==> src/rtl/l2_unmap_pkg.sv <==
// Shared constants and the level-1 lane map table for the L2 result demapper.
package l2_unmap_pkg;

  localparam int K  = 4;        // L1 lane count (lane maps below assume 4)
  localparam int W  = 16;       // lane width in bits
  localparam int NL = 2 * K;    // L2 lane count

  // IPV codes with distinct lane maps; codes 8..15 map nothing.
  localparam logic [3:0] IPV_DIRECT   = 4'd0;  // also 2
  localparam logic [3:0] IPV_SPLIT    = 4'd1;  // also 3
  localparam logic [3:0] IPV_ROT_A    = 4'd4;  // also 5
  localparam logic [3:0] IPV_ROT_B    = 4'd6;
  localparam logic [3:0] IPV_UPPER    = 4'd7;
  localparam logic [3:0] IPV_LAST_MAP = 4'd7;

  typedef logic [2:0] lane_idx_t;

  // live: the code maps lanes at all; sel[i]: L2 lane feeding result lane i;
  // used[j]: L2 lane j feeds some result lane.
  typedef struct packed {
    logic                  live;
    lane_idx_t [K-1:0]     sel;
    logic      [NL-1:0]    used;
  } lane_map_t;

  function automatic lane_map_t make_map(input lane_idx_t s0, input lane_idx_t s1,
                                         input lane_idx_t s2, input lane_idx_t s3);
    lane_map_t m;
    m.live   = 1'b1;
    m.sel    = {s3, s2, s1, s0};
    m.used   = '0;
    m.used[s0] = 1'b1;
    m.used[s1] = 1'b1;
    m.used[s2] = 1'b1;
    m.used[s3] = 1'b1;
    return m;
  endfunction

  function automatic lane_map_t lane_map(input logic [3:0] ipv);
    lane_map_t m;
    m = '0;
    case (ipv)
      4'd0, 4'd2: m = make_map(3'd0, 3'd1, 3'd2, 3'd3);
      4'd1, 4'd3: m = make_map(3'd0, 3'd1, 3'd4, 3'd5);
      4'd4, 4'd5: m = make_map(3'd4, 3'd0, 3'd1, 3'd5);
      4'd6:       m = make_map(3'd4, 3'd5, 3'd0, 3'd1);
      4'd7:       m = make_map(3'd4, 3'd5, 3'd6, 3'd7);
      default:    m = '0;
    endcase
    return m;
  endfunction

endpackage

==> src/rtl/l2_unmap_fifo2.sv <==
// Two-entry valid/ready FIFO holding gathered beats with their IPV.
// Writes are refused while rst is high so no handshake completes in reset.
module l2_unmap_fifo2 #(
  parameter int DATA_W = 68
) (
  input  logic              clk,
  input  logic              rst,
  input  logic              wr_valid_i,
  output logic              wr_ready_o,
  input  logic [DATA_W-1:0] wr_data_i,
  output logic              rd_valid_o,
  input  logic              rd_ready_i,
  output logic [DATA_W-1:0] rd_data_o
);

  logic [DATA_W-1:0] mem_q [2];
  logic              wr_ptr_q, wr_ptr_d;
  logic              rd_ptr_q, rd_ptr_d;
  logic [1:0]        cnt_q, cnt_d;
  logic              push, pop;

  assign wr_ready_o = !rst && (cnt_q != 2'd2);
  assign rd_valid_o = (cnt_q != 2'd0);
  assign rd_data_o  = mem_q[rd_ptr_q];
  assign push       = wr_valid_i && wr_ready_o;
  assign pop        = rd_valid_o && rd_ready_i && !rst;

  // Next-state for pointers and occupancy.
  always_comb begin
    wr_ptr_d = wr_ptr_q ^ push;
    rd_ptr_d = rd_ptr_q ^ pop;
    cnt_d    = cnt_q;
    case ({push, pop})
      2'b10:   cnt_d = cnt_q + 2'd1;
      2'b01:   cnt_d = cnt_q - 2'd1;
      default: cnt_d = cnt_q;
    endcase
  end

  // Control state; reset empties the FIFO and discards buffered beats.
  always_ff @(posedge clk) begin
    if (rst) begin
      wr_ptr_q <= 1'b0;
      rd_ptr_q <= 1'b0;
      cnt_q    <= 2'd0;
    end else begin
      wr_ptr_q <= wr_ptr_d;
      rd_ptr_q <= rd_ptr_d;
      cnt_q    <= cnt_d;
    end
  end

  // Storage; only written on an accepted beat, never reset.
  always_ff @(posedge clk) begin
    if (push) mem_q[wr_ptr_q] <= wr_data_i;
  end

endmodule

==> src/rtl/l2_result_unmap.sv <==
// Return-path demapper: gathers the L2 lanes selected by the active IPV back
// into L1 lane order, buffers two beats and counts delivered beats.
// Optional unused-lane checker enabled by defining L2_RESULT_UNMAP_CHECK_EN.
module l2_result_unmap
  import l2_unmap_pkg::*;
(
  input  logic              clk,
  input  logic              rst,
  input  logic              en,
  input  logic [3:0]        IPV_in,
  input  logic              in_valid,
  output logic              in_ready,
  input  logic [2*K*W-1:0]  L2_out,
  output logic              out_valid,
  input  logic              out_ready,
  output logic [K*W-1:0]    L1_res,
  output logic [3:0]        IPV_out,
  output logic [15:0]       beat_cnt,
  output logic              err
);

  localparam int ENTRY_W = 4 + K * W;

  logic [3:0]         ipv_r_q;
  logic [3:0]         ipv_eff;
  lane_map_t          map;
  logic [W-1:0]       l2_lane [NL];
  logic [K*W-1:0]     gathered;
  logic [ENTRY_W-1:0] head;
  logic               accept;
  logic [15:0]        beat_cnt_q;

  // The IPV seen by a beat is the one presented in its own accept cycle.
  assign ipv_eff = en ? IPV_in : ipv_r_q;
  assign map     = lane_map(ipv_eff);
  assign accept  = in_valid && in_ready;

  // Hold the last effective IPV so beats keep mapping after en drops.
  always_ff @(posedge clk) begin
    if (rst) ipv_r_q <= 4'd0;
    else     ipv_r_q <= ipv_eff;
  end

  // Split the L2 bus into lanes (lane 0 in the top bits) and gather.
  always_comb begin
    for (int j = 0; j < NL; j++) begin
      l2_lane[j] = L2_out[2*K*W-1-W*j -: W];
    end
    gathered = '0;
    if (map.live) begin
      for (int i = 0; i < K; i++) begin
        gathered[K*W-1-W*i -: W] = l2_lane[map.sel[i]];
      end
    end
  end

  l2_unmap_fifo2 #(
    .DATA_W (ENTRY_W)
  ) u_fifo (
    .clk        (clk),
    .rst        (rst),
    .wr_valid_i (in_valid),
    .wr_ready_o (in_ready),
    .wr_data_i  ({ipv_eff, gathered}),
    .rd_valid_o (out_valid),
    .rd_ready_i (out_ready),
    .rd_data_o  (head)
  );

  // Outputs read zero whenever nothing is buffered.
  assign L1_res  = out_valid ? head[K*W-1:0]       : '0;
  assign IPV_out = out_valid ? head[ENTRY_W-1 -: 4] : 4'd0;

  // Delivered-beat counter, free-running wrap at 16 bits.
  always_ff @(posedge clk) begin
    if (rst)                         beat_cnt_q <= 16'd0;
    else if (out_valid && out_ready) beat_cnt_q <= beat_cnt_q + 16'd1;
  end
  assign beat_cnt = beat_cnt_q;

`ifdef L2_RESULT_UNMAP_CHECK_EN
  logic [NL-1:0] lane_nz;
  logic          stray;
  logic          err_q;

  always_comb begin
    for (int j = 0; j < NL; j++) begin
      lane_nz[j] = |l2_lane[j];
    end
    stray = |(lane_nz & ~map.used);
  end

  // Sticky flag: any nonzero lane outside the map on an accepted beat.
  always_ff @(posedge clk) begin
    if (rst)                 err_q <= 1'b0;
    else if (accept && stray) err_q <= 1'b1;
  end
  assign err = err_q;
`else
  logic unused_chk;
  assign unused_chk = ^{map.used, accept};
  assign err = 1'b0;
`endif

endmodule

==> config.mk <==
export PLATFORM = sky130hd
export DESIGN_NAME = l2_result_unmap
export DESIGN_NICKNAME = d
export VERILOG_FILES = /design/src/rtl/l2_unmap_pkg.sv /design/src/rtl/l2_unmap_fifo2.sv /design/src/rtl/l2_result_unmap.sv
export SDC_FILE = /design/constraint.sdc
export NUM_CORES = 1
export LEC_CHECK = 0
export BUFFER_PORTS_ARGS = -buffer_cell sky130_fd_sc_hd__buf_2
export CORE_ASPECT_RATIO = 2
export CORE_MARGIN = 2
export CORE_UTILIZATION = 40
export CTS_CLUSTER_DIAMETER = 40
export CTS_CLUSTER_SIZE = 30
export DETAILED_ROUTE_END_ITERATION = 7
export PLACE_DENSITY_LB_ADDON = 0.05
export SYNTH_ARGS = -nofsm -noshare
export SYNTH_HDL_FRONTEND = slang
export SYNTH_SLANG_ARGS = --single-unit
==> constraint.sdc <==
create_clock -name clk -period 3.55 [get_ports clk]
set_input_delay 0.355 -clock clk [delete_from_list [all_inputs] [get_ports clk]]
set_output_delay 0.355 -clock clk [all_outputs]
set_load 0.02 [all_outputs]
==> metrics.md, run 1 <==
| Metric | Value |
|---|---|
| Outcome | complete, no violations |
| Via-to-Cell Ratio | 5.36 |
| Final hold violations | 0 |
| Crit path DAT | between 2 and 2.5 ns |
| Ports | 224 |
| P_leak | around 4.1 nW |
| Yosys cell types | 40 |
| Register area share after synthesis | between 50% and 60% |
| RSZ-0062 raised after global routing | no |
| TritonCTS buffer count | 17 |
| Initial Util | about two fifths |
| Final setup viols | 0 |
| Crit path launch | u_fifo.rd_ptr_q$_SDFF_PP0_ |
| Root buf cell | clkbuf_16 |
| Post-synth top cells | mux2i_1, edfxtp_1, nor2_1, nand2_1, a21oi_1 |
| Max FO, Critical Path | 38 |
| Setup WS post-layout | just over 1 ns |
| Post-synth top flop | edfxtp_1 |
| Cell with the most instances after synthesis | mux2i_1 |
| Vias in the first global route | 6171 |
| # fillers | about 1800 |
| Clk slew on worst S/H paths | about 0.06 ns |
| Worst-Skew Late Latency | between 0.4 and 0.5 ns |
| Number of diodes | 0 |
| EDFF count, synth | approximately 140 |
| Reg2Reg Depth | 4 |
| Switch share | between 30% and 40% |
| Maximum VDD drop | around 330 uV |
| Net Sw Power | ~1.6 mW |
| Register area | approximately 0.0046 mm^2 |
| Share of power burned in the clock network | around a third |
| YS warnings | 0 |
| Nets | approximately 1000 |
| Die Span X | between 100 and 150 um |
| Max Cap Viol | 0 |
| PostCTS Resize Cnt | 0 |
| Buffer count from post-CTS setup fixing | 0 |
| Total wire length | approximately 25 mm |
| Drt drc | 0 |
| CP peak stage delay | approximately 0.62 ns |
| Fin Clk Skew | between 0.008 and 0.009 ns |
| Mapped Nets | about 820 |
| Post-CTS Hold Fix Bufs | 0 |
| Chip height | a little over 200 um |
| Standard-cell rows | between 70 and 80 |
| Hold crit path type | in -> reg |
| Synth-to-layout area growth | 25.4% |
| Post-synth ARST share | 0% |
| Largest net degree at the start of global routing | 43 |
| Multi-input gate area | 0.00317 mm^2 |
| Drt pass-1 iters | 4 |
| Worst reg2reg endpoint | u_fifo.mem_q[1][30]$_DFFE_PP_ |
| Internal Pwr Total | approximately 3.7 mW |
| GPL Wtd Cong | between 0.8 and 0.9 |
| Logic gate share of total power | a little under a quarter |
| PortBufs | 222 |
| Max frequency | roughly 400 MHz |
| Top cell type's share of synthesized area | between 50% and 60% |
| Max Slew Vio Count | 0 |
| Post-DRT Antenna Nets | 0 |
| Reg power frac | between 40% and 50% |
| Flops & latches, synth | 160 |
| Tmin final | between 2 and 3 ns |
| Mean Syn Cell Area | between 10 and 15 um^2 |
| Kind of critical path | reg -> out |
| Crit path required time | 3.19 ns |
| Critical-path cell list | buf_12 -> mux2i_1 -> nor2_1 -> buf_2 |
| Largest cells by area after synthesis | edfxtp_1, mux2i_1, dfxtp_1, nor2_1, o221ai_1 |
| Period utilization | between 70% and 80% |
| # H-tree levels | 4 |
| Hpwl dp | 17.5 mm |
| Core Region | 0.0196 mm^2 |
| Total gr overflow | 0 |
| Pre-CTS setup slack | 0.913 ns |
| Rel. slew slack | 37.6% |
| CP Launch Type | register |
| Post-Synthesis Cells | around 680 |
| Synth Cell Area | 0.00794 mm^2 |
| Critical R2R Launch | ipv_r_q[2]$_SDFF_PP0_ |
| Clock tree buffer depth | 2 |
| Routed wire length per instance | roughly 22 um |
| Area leader, netlist | edfxtp_1 |
| Initial antenna violation count | 0 |
| Flop2flop setup slack | ~1.2 ns |
| Crit path capture type | output pin |
| Dpl cell area | roughly 0.0094 mm^2 |
| Pwr dens | 525 mW/mm^2 |
| Setup TNS | 0 ns |
| Hold WS | 0.280 ns |
| Critical Path End | L1_res[33] |
| GRT Total Usage | between 20% and 30% |
| DR iter-0 viols | roughly 370 |
| Die ar. | 0.0211 mm^2 |
| Fin area | approximately 0.01 mm^2 |
| CTS tree | yes |
| Vias | roughly 6200 |
| Worst-margin pin slew | ~0.93 ns |
| First-pass GRT wire length | 37.4 mm |
| Layout cells sized above 1 | a little under a third |
| Crit path max-delay cell type | dfxtp_4 |
| Clock sinks | 160 |
-- state kept, by name (all words and copies together) (netlist names) --
signal           cells
beat_cnt            16
u_fifo.mem_q       136
ipv_r_q              4
u_fifo.cnt_q         2
u_fifo.wr_ptr_q      1
u_fifo.rd_ptr_q      1
-- final cells by class --
class	count	area share, %
clock buffers	17	4.27
clock inverters	15	1.60
repair buffers	238	12.9
well taps	262	3.29
multi-input cells	460	31.8
inverters	8	0.301
flip-flops and latches	160	45.9
-- worst min-delay path by stage --
stage | start | endpoint | slack, ns | depth (start not counted)
after global routing | L2_out[100] | u_fifo.mem_q[0][20]$_DFFE_PP_ | 0.30 | 3
final | L2_out[108] | u_fifo.mem_q[1][28]$_DFFE_PP_ | 0.28 | 3
after global placement | beat_cnt[1]$_SDFFE_PP0N_ | beat_cnt[1]$_SDFFE_PP0N_ | 0.49 | 2
after detailed placement | beat_cnt[1]$_SDFFE_PP0N_ | beat_cnt[1]$_SDFFE_PP0N_ | 0.50 | 2
after floorplan | u_fifo.cnt_q[1]$_SDFFE_PP0P_ | u_fifo.cnt_q[1]$_SDFFE_PP0P_ | 0.49 | 2
after CTS | L2_out[108] | u_fifo.mem_q[1][28]$_DFFE_PP_ | 0.26 | 3
-- power by group through the flow --
| stage | logic [mW] | registers, mW | clock network [mW] |
|---|---|---|---|
| 2_1_floorplan | 0.751 | 2.25 | 0 |
| 3_3_place_gp | 1.19 | 2.27 | 0 |
| 3_5_place_dp | 1.19 | 2.27 | 0 |
| 4_1_cts | 1.20 | 2.23 | 1.86 |
| 5_1_grt | 1.28 | 2.24 | 1.92 |
| 6_report | 1.19 | 2.23 | 1.82 |
-- layout by cell type, fill, tap and decap left out, types with 3 or more instances in the layout --
cell          n
buf_2       222
edfxtp_1    136
mux2i_1     135
nor2_1      110
nand2_1      56
a21oi_1      33
o221ai_1     27
dfxtp_1      23
clkbuf_16    17
a211oi_1     16
buf_4        12
xor2_1       11
xnor2_1       8
nand3_1       8
inv_1         7
o22ai_1       7
and3_1        5
o21ai_0       5
nor2b_1       4
o32ai_1       4
inv_6         4
buf_12        4
nand2b_1      3
nand4_1       3
clkinvlp_4    3
clkinv_2      3
clkinv_4      3
-- layer usage --
metal / vias to the layer above / share of wire, % / global-route usage, %
li1: 2911 / - / -
met1: 3037 / 43 / 30.9
met2: 228 / 47 / 37.9
met3: 39 / 5.6 / 4.76
met4: 0 / 4.3 / 12.3
met5: - / 0 / 0
-- critical path: cells and delay by family, from the launching register on --
| kind | cells | cell delay (ns) |
|---|---|---|
| flip-flops | 1 | 0.62 |
| buffers and inverters | 2 | 0.57 |
| AND/OR/NAND/NOR | 1 | 0.36 |
| multiplexers | 1 | 0.12 |
-- per-stage QoR --
stage	power [mW]	util [%]	instances
5_1_grt	5.44	50.7	1160
6_report	5.23	50.7	1160
4_1_cts	5.29	50.7	1160
3_3_place_gp	3.46	47.8	1128
3_5_place_dp	3.47	47.8	1128
2_1_floorplan	3.00	-	677
-- kinds of logic (layout without fill, tap and decap cells) --
logic type	after synthesis	after routing	share of synthesized area (%)
AOI/OAI and AO/OA	96	96	8.29
adders and majority gates	4	4	0.630
xor gates and xnor gates	19	19	2.10
other	1	1	0.0472
and+or+nand+nor	200	200	10.5
DFF	160	160	57.5
muxes	140	140	17.7
buffers and inverters	57	278	3.34
(Power assumes the default switching activity.)
==> run 2, diff against run 1 <==
- clock period: 3.55 -> 2.4 ns (I/O delays scaled with it)
==> metrics.md, run 2 (synthesized netlist as in run 1, its figures left out) <==
| Metric | Value |
|---|---|
| Synth-to-layout area growth | 28.7% |
| Crit path required time | 2.16 ns (-1.03 ns) |
| Drt drc | 0 (unchanged) |
| Critical R2R Launch | ipv_r_q[1]$_SDFF_PP0_ |
| Top sig layer | met4 |
| Chip height | 203 um (unchanged) |
| Switch share | 28.9% (-1.3 points) |
| Routed wire length per instance | 21.3 um (-1.1%) |
| Setup WS post-layout | 0.245 ns (-0.786 ns) |
| Hold path cells | 3 (unchanged) |
| Final setup viols | 0 (unchanged) |
| Crit path capture type | output pin |
| Hold crit path type | in -> reg |
| GRT Total Usage | 23.8% (about the same) |
| Via-to-Cell Ratio | 5.33 (-0.55%) |
| Crit path DAT | 1.92 ns (-0.24 ns) |
| Internal Pwr Total | 5.65 mW (+55%) |
| Max FFs per register | 136 (unchanged) |
| Vias | 6314 (+1.6%) |
| Pwr dens | 778 mW/mm^2 (+48%) |
| Maximum VDD drop | 480 uV (+47%) |
| Initial antenna violation count | 0 (unchanged) |
| TritonCTS buffer count | 17 (unchanged) |
| PortBufs | 222 (unchanged) |
| Setup TNS | 0 ns (unchanged) |
| Commonest cells after routing, fill and taps aside | buf_2, edfxtp_1, mux2i_1 |
| Layout cells sized above 1 | 32.9% (+1.5 points) |
| P_leak | 4.22 nW (+3.8%) |
| Root buf cell | clkbuf_16 |
| Core Region | 0.0196 mm^2 (unchanged) |
| Max FO, Critical Path | 16 (-58%) |
| Total wire length | 25.2 mm (+1.0%) |
| Outcome | complete, no violations |
| CP Launch Type | register |
| GPL Wtd Cong | 0.839 (-2.9%) |
| Max frequency | 464 MHz |
| Routed wl met2 | 12.7 mm (+7.1%) |
| Drt pass-1 iters | 5 (+1) |
| Pre-CTS setup slack | 0.0916 ns (-0.821 ns) |
| # fillers | 1816 (-0.11%) |
| Kind of critical path | reg -> out |
| HP Start | L2_out[97] |
| Commonest non-fill, non-tap cell in the layout | buf_2 |
| Largest net degree at the start of global routing | 26 (-40%) |
| Vias in the first global route | 6201 (+0.49%) |
| Total gr overflow | 0 (unchanged) |
| Share of power burned in the clock network | 35.4% (+0.7 points) |
| Max Cap Viol | 0 (unchanged) |
| DR iter-0 viols | 417 (+12%) |
| Standard-cell rows | 73 (unchanged) |
| Hold WS | 0.183 ns (-0.0972 ns) |
| Tmin final | 2.16 ns |
| Period utilization | between 80% and 90% |
| CTS tree | yes |
| Worst-Skew Late Latency | 0.43 ns (about the same) |
| Worst reg2reg endpoint | u_fifo.mem_q[0][36]$_DFFE_PP_ |
| Buffer count from post-CTS setup fixing | 0 (unchanged) |
| Largest Register | u_fifo.mem_q |
| Hpwl dp | 18.9 mm (+7.6%) |
| Reg2Reg Depth | 5 (+1) |
| RSZ-0062 raised after global routing | no |
| Clk slew on worst S/H paths | 0.06 ns (about the same) |
| Final hold violations | 0 (unchanged) |
| Die ar. | 0.0211 mm^2 (unchanged) |
| Net Sw Power | 2.30 mW (+45%) |
| Worst-margin pin slew | 0.706 ns (-0.228 ns) |
| PostCTS Resize Cnt | 0 (unchanged) |
| Post-DRT Antenna Nets | 0 (unchanged) |
| Clock sinks | 160 (unchanged) |
| Reg power frac | 41.5% (-1.1 points) |
| Ports | 224 (unchanged) |
| Initial Util | 40.4% (unchanged) |
| Logic gate share of total power | 23.1% (+0.4 points) |
| Post-CTS Hold Fix Bufs | 0 (unchanged) |
| # H-tree levels | 4 (unchanged) |
| Rel. slew slack | 52.7% (+15 points) |
| Number of diodes | 0 (unchanged) |
| Flop2flop setup slack | 0.35 ns (-0.81 ns) |
| Clock tree buffer depth | 2 (unchanged) |
| First-pass GRT wire length | 37.2 mm (-0.55%) |
| Hold Path End | u_fifo.mem_q[1][17]$_DFFE_PP_ |
| Nets | 1051 (+2.4%) |
| Die Span X | 104 um (unchanged) |
| WL met3 | 1.56 mm (+11%) |
| Max Slew Vio Count | 0 (unchanged) |
| Metal-1 WL | 10.3 mm (-3.1%) |
| Fin Clk Skew | 0.00627 ns (-0.00228 ns) |
-- run 2: through the flow --
stage                     utilization, %  instance area, um^2  power [mW]  instances
final                               52.0                10200        7.95       1185
after global routing                52.0                10200        8.24       1185
after CTS                           52.0                10200        8.02       1185
after detailed placement            49.0                 9620        5.21       1153
after global placement              49.0                 9620        5.19       1153
after floorplan                        -                 7950        4.43        677
-- run 2: worst max-delay path: stages (launching register included) --
cell and delay [ns]:
dfxtp_1 0.37, nor2_4 0.51, buf_4 0.34, nor2_1 0.09
buf_2 0.17
-- run 2: worst max path at each step --
| stage | startpoint | depth (start not counted) | end | slack [ns] |
|---|---|---|---|---|
| 2_1_floorplan | u_fifo.cnt_q[0]$_SDFFE_PP0P_ | 6 | u_fifo.mem_q[1][0]$_DFFE_PP_ | -0.16 |
| 3_3_place_gp | en | 6 | u_fifo.mem_q[1][36]$_DFFE_PP_ | 0.07 |
| 3_5_place_dp | en | 6 | u_fifo.mem_q[0][36]$_DFFE_PP_ | 0.09 |
| 4_1_cts | u_fifo.cnt_q[0]$_SDFFE_PP0P_ | 4 | L1_res[26] | 0.18 |
| 5_1_grt | u_fifo.cnt_q[0]$_SDFFE_PP0P_ | 4 | L1_res[26] | 0.13 |
| 6_report | u_fifo.cnt_q[1]$_SDFFE_PP0P_ | 4 | L1_res[26] | 0.24 |
-- run 2: area by class of cell --
cell class                      count  area, um^2  area share [%]
Clock inverter                     12         169            1.65
Tap cell                          262         328            3.21
Timing Repair Buffer              263        1520            14.9
Inverter                            8        30.0           0.294
Multi-Input combinational cell    460        3170            31.0
Sequential cell                   160        4570            44.7
Clock buffer                       20         437            4.27
-- run 2: routing by layer --
metal | vias up | global-route usage (%)
met4 | 0 | 8.88
met3 | 28 | 4.70
met2 | 257 | 40.5
met1 | 3064 | 30.0
li1 | 2965 | -
met5 | - | 0
-- run 2: power by group through the flow --
| stage | clock network, mW | registers, mW | logic [mW] |
|---|---|---|---|
| after global placement | 0 | 3.35 | 1.84 |
| after global routing | 2.95 | 3.31 | 1.97 |
| final | 2.81 | 3.30 | 1.84 |
| after CTS | 2.87 | 3.30 | 1.86 |
| after floorplan | 0 | 3.32 | 1.11 |
| after detailed placement | 0 | 3.36 | 1.85 |
